$ cat src/rtl/serial_add_ctrl_pkg.sv
// Shared definitions for the bit-serial adder controller: state encodings
// and the bit-counter width helper.
package serial_add_ctrl_pkg;

    typedef enum logic [1:0] {
        S_IDLE = 2'd0,
        S_RUN  = 2'd1,
        S_DONE = 2'd2
    } state_t;

    // The counter must reach WIDTH without wrapping, so it needs clog2(WIDTH+1) bits.
    function automatic int cnt_width(input int width);
        return $clog2(width + 1);
    endfunction

endpackage

$ cat src/rtl/serial_add_ctrl_fa_cell.sv
// One-bit full-adder cell shared across all bit positions of the serial adder,
// composed of two half adders and an OR for the carry.
module half_adder (
    input  logic x,
    input  logic y,
    output logic s,
    output logic c
);
    assign s = x ^ y;
    assign c = x & y;
endmodule

module serial_fa_cell (
    input  logic a,
    input  logic b,
    input  logic ci,
    output logic s,
    output logic co
);
    logic s0;
    logic c0;
    logic c1;

    half_adder u_ha0 (.x(a),  .y(b),  .s(s0), .c(c0));
    half_adder u_ha1 (.x(s0), .y(ci), .s(s),  .c(c1));

    assign co = c0 | c1;
endmodule

$ cat src/rtl/serial_add_ctrl.sv
// Bit-serial WIDTH-bit adder: accepts an operand pair, adds it LSB-first through
// one shared full-adder cell, and holds {cout,sum} until the sink takes it.
module serial_add_ctrl
    import serial_add_ctrl_pkg::*;
#(
    parameter int WIDTH = 8
) (
    input  logic             clk,
    input  logic             rst_n,
    input  logic             in_valid,
    output logic             in_ready,
    input  logic [WIDTH-1:0] a,
    input  logic [WIDTH-1:0] b,
    input  logic             cin,
    output logic             out_valid,
    input  logic             out_ready,
    output logic [WIDTH-1:0] sum,
    output logic             cout,
    output logic             busy
);

    localparam int CNT_W = cnt_width(WIDTH);
    localparam logic [CNT_W-1:0] LAST_BIT = CNT_W'(WIDTH - 1);

    state_t           state;
    logic [WIDTH-1:0] a_sr;
    logic [WIDTH-1:0] b_sr;
    logic [WIDTH-1:0] sum_sr;
    logic [WIDTH-1:0] sum_next;
    logic             carry;
    logic [CNT_W-1:0] cnt;
    logic             fa_s;
    logic             fa_co;

    serial_fa_cell u_cell (
        .a  (a_sr[0]),
        .b  (b_sr[0]),
        .ci (carry),
        .s  (fa_s),
        .co (fa_co)
    );

    // New sum bit enters at the MSB; built without part-selects so WIDTH=1 is legal.
    always_comb begin
        sum_next            = sum_sr >> 1;
        sum_next[WIDTH-1]   = fa_s;
    end

    // Depends on state only, never on in_valid, so the source sees no combinational loop.
    assign in_ready = (state == S_IDLE);

    // NOTE: all state and registered outputs use non-blocking assignments so every
    // flop samples pre-edge values, matching the hardware behaviour.
    always_ff @(posedge clk or negedge rst_n) begin
        if (!rst_n) begin
            state     <= S_IDLE;
            a_sr      <= '0;
            b_sr      <= '0;
            sum_sr    <= '0;
            carry     <= 1'b0;
            cnt       <= '0;
            sum       <= '0;
            cout      <= 1'b0;
            out_valid <= 1'b0;
            busy      <= 1'b0;
        end else begin
            case (state)
                S_IDLE: begin
                    if (in_valid) begin
                        a_sr   <= a;
                        b_sr   <= b;
                        carry  <= cin;
                        cnt    <= '0;
                        sum_sr <= '0;
                        busy   <= 1'b1;
                        state  <= S_RUN;
                    end
                end

                S_RUN: begin
                    a_sr   <= a_sr >> 1;
                    b_sr   <= b_sr >> 1;
                    carry  <= fa_co;
                    sum_sr <= sum_next;
                    cnt    <= cnt + CNT_W'(1);
                    if (cnt == LAST_BIT) begin
                        sum       <= sum_next;
                        cout      <= fa_co;
                        out_valid <= 1'b1;
                        state     <= S_DONE;
                    end
                end

                S_DONE: begin
                    // Result held until consumed; no new operands in the same cycle.
                    if (out_ready) begin
                        out_valid <= 1'b0;
                        busy      <= 1'b0;
                        state     <= S_IDLE;
                    end
                end

                default: begin
                    out_valid <= 1'b0;
                    busy      <= 1'b0;
                    state     <= S_IDLE;
                end
            endcase
        end
    end

endmodule
$ cat config.mk
export PLATFORM = sky130hd
export DESIGN_NAME = serial_add_ctrl
export DESIGN_NICKNAME = d
export VERILOG_FILES = /design/src/rtl/serial_add_ctrl_pkg.sv /design/src/rtl/serial_add_ctrl_fa_cell.sv /design/src/rtl/serial_add_ctrl.sv
export SDC_FILE = /design/constraint.sdc
export NUM_CORES = 1
export LEC_CHECK = 0
export ABC_AREA = 1
export ABC_CLOCK_PERIOD_IN_PS = 2400
export CAP_MARGIN = 20
export CORE_ASPECT_RATIO = 2
export CORE_MARGIN = 2
export CORE_UTILIZATION = 52
export CTS_BUF_LIST = sky130_fd_sc_hd__clkbuf_8 sky130_fd_sc_hd__clkbuf_16
export CTS_CLUSTER_SIZE = 40
export DETAILED_ROUTE_END_ITERATION = 10
export PLACE_DENSITY = 0.79
export SLEW_MARGIN = 20
export SYNTH_ARGS = -nofsm -noshare
export SYNTH_HDL_FRONTEND = slang
export SYNTH_SLANG_ARGS = --single-unit
$ cat constraint.sdc
create_clock -name clk -period 2.4 [get_ports clk]
set_input_delay 0.6 -clock clk [delete_from_list [all_inputs] [get_ports clk]]
set_output_delay 0.6 -clock clk [all_outputs]
set_load 0.05 [all_outputs]
==> impl_metrics.yaml <==
cts:
  cts_buffer_depth: 2
  cts_resized: 0
  clock-root-buffer: "clkbuf_8"
  cts.reportedPaths.clkPinSlew_ps: 80
  cts_setup_buffers: 0
  cts_buffers: 5
  cts_tree: "done"
  cts_sinks: 41
  clk_latency_ps: 290
  cts_hold_buf: 0
  ctsHtreeMaxLevel: 2
setup_path:
  crit_path_max_incr_delay_ps: 820
  critical_path_arrival_ps: 1690
  path_max_fanout: 4
  endpoint_kind: "primary output"
  required_ps: 1800
  path_class: "register to primary output"
  critPathLaunchType: "register"
  cp_cell_sequence: "nor2_1 > clkdlybuf4s50_1"
  crit_slowest_cell: "clkdlybuf4s50_1"
floorplanning:
  core_area_um2: 3341
  rows: 30
  die_w_um: 45.47
  ioPinCount: 33
  die_y_um: 86.93
  start_util_pct: 53.52
  die-area_um2: 3952
grt:
  grt-ovfl-total: 0
  grt_first_pass_wirelength_um: 6016
  grt_max_degree: 42
  grt_usage_pct: 20.32
  grt_pass1_vias: 1377
  antenna_found_initial: 0
timing:
  min_period_over_period_pct: 95.35
  rsz0062_at_grt: "no"
  tightest_slew_ps: 502.2
  slew_violations: 0
  fin_tns_setup_ps: 0
  slew_headroom_pct: 66.52
  fmax_ghz: 0.4370
  fin_worst_skew_ps: 6.328
  period_minus_slack_ps: 2288
  setup_viol: 0
  finalHoldViolCount: 0
pwr:
  peakVddDrop_mv: 0.9310
  pwr_density_cell_nw_per_um2: 1388
  p_clk_share_pct: 18.2
  pwr-share-comb_pct: 43.4
  netSwitchingFraction_pct: 41.82
  power_frac_seq_pct: 38.4
  switching_power_mw: 1.293
  p_leak_nw: 1.122
  internal_power_mw: 1.798
finish:
  final_cells: 273
  nets: 263
  fin_util_pct: 66.67
  fillers: 287
  syn_to_final_growth_pct: 24.56
  diodes: 0
  drive_gt1_share_pct: 7.469
logic_synthesis:
  syn-cell-area_um2: 1788
  ys_ff_latch: 41
  seq_area_frac_synth_pct: 57.38
  synth_nets: 230
  synth_warnings: 0
  syn_area_per_cell_um2: 8.638
  synthCells: 207
  yosysUniqueCellTypes: 17
drt:
  wl_um: 3389
  num_vias: 1453
  drtAntennaViolNets: 0
  routed_via_density: 5.322
  firstDrtPassIters: 4
  remaining_drc_errors: 0
  drt_iter0_drc: 31
  wl_per_cell_um: 12.41
place:
  dpl.hpwl_um: 2322
  dp_cells: 265
  io_buffers: 32
  gp_congestion: 0.7244
status:
  outcome: "finished clean"
worst_hold_path:
  hp-class: "input pin to async pin"
flow_run:
  maxCapViolCount: 0
## path summary, 6_finish.rpt
kind,from,end,slack [ps],cells after the start
min reg2reg,sum[7],sum[7],480,2
max in group asynchronous,rst_n,carry,1700,2
max,state[1],in_ready,110,2
min,rst_n,state[1],360,2
min in group clk,sum[7],sum[7],480,2
max reg2reg,state[1],cout,950,6
## cell families after synthesis
logic type,Yosys count,share of synthesized area [%]
AND/OR/NAND/NOR,141,34.15
AO/OA/AOI/OAI,6,1.680
flip-flops,41,57.38
adder cells (fa/ha/maj),2,1.819
buffers and inverters,17,4.969
## area by class of cell
class | count | area (um^2) | area share, %
flip-flops and latches | 41 | 1026 | 46.07
multi-input cells | 149 | 673.1 | 30.22
repair buffers | 36 | 345.3 | 15.51
clock buffers | 6 | 82.58 | 3.708
well taps | 32 | 40.04 | 1.798
clock inverters | 2 | 33.78 | 1.517
inverters | 7 | 26.28 | 1.180
## state kept, by name, indices dropped and copies added (netlist names)
register   count
a_sr           8
b_sr           8
sum            8
sum_sr         7
cnt            4
state          2
busy           1
carry          1
cout           1
out_valid      1
## power groups by stage
| stage | combinational [mW] | sequential, mW | clock [mW] |
|---|---|---|---|
| floorplan | 0.725 | 1.44 | 0 |
| finish | 1.34 | 1.19 | 0.564 |
| global route | 1.50 | 1.23 | 0.595 |
| global placement | 1.32 | 1.18 | 0 |
| CTS | 1.35 | 1.19 | 0.572 |
| detailed placement | 1.34 | 1.20 | 0 |
## metal layers
layer  GRT usage (%)  share of wire (%)
met1           23.73                 41
met2           34.44                 55
met3           4.357                2.4
met4           8.289                1.8
met5               0                  0
## layout by cell type, fill, tap and decap left out
cell and n:
nor2_1 3, o21ai_0 4, dfrtp_1 41, inv_1 6
nand2_2 1, nor2_2 1, nor2_4 1, nand2_1 86
clkbuf_8 6, ha_1 1, clkdlybuf4s50_1 31, fa_1 1
nand2_4 1, inv_2 2, buf_2 1, buf_4 4
nand3_1 47, nand4_1 1, a21oi_1 2, bufinv_16 1
## critical path: cells and delay by family (launching register included)
family / cells / cell delay [ps]
buffers and inverters: 1 / 820
flip-flops: 1 / 440
AND/OR/NAND/NOR: 1 / 140
## metrics by stage
| step | hold slack, ps | total power [mW] | worst slack [ps] | cell area [um^2] |
|---|---|---|---|---|
| after floorplan | 304.4 | 2.163 | 673.6 | 1788 |
| after global placement | 456.8 | 2.504 | 428.7 | 2111 |
| after detailed placement | 464.8 | 2.543 | 415.3 | 2111 |
| after CTS | 375.4 | 3.113 | 96.32 | 2227 |
| after global routing | 397.8 | 3.330 | 42.27 | 2227 |
| final | 358.8 | 3.091 | 111.6 | 2227 |
## Yosys cell counts (all sizes together)
library cell  count  area (um^2)
fa                1        20.02
ha                1        12.51
nor2              5        28.78
nand3            47        235.2
a21oi             2        10.01
inv               7        26.28
o21ai             4        20.02
nand4             1        6.260
buf              10        62.56
nand2            88        340.3
dfrtp            41         1026
Note: power is estimated with default switching activity, not from simulation.
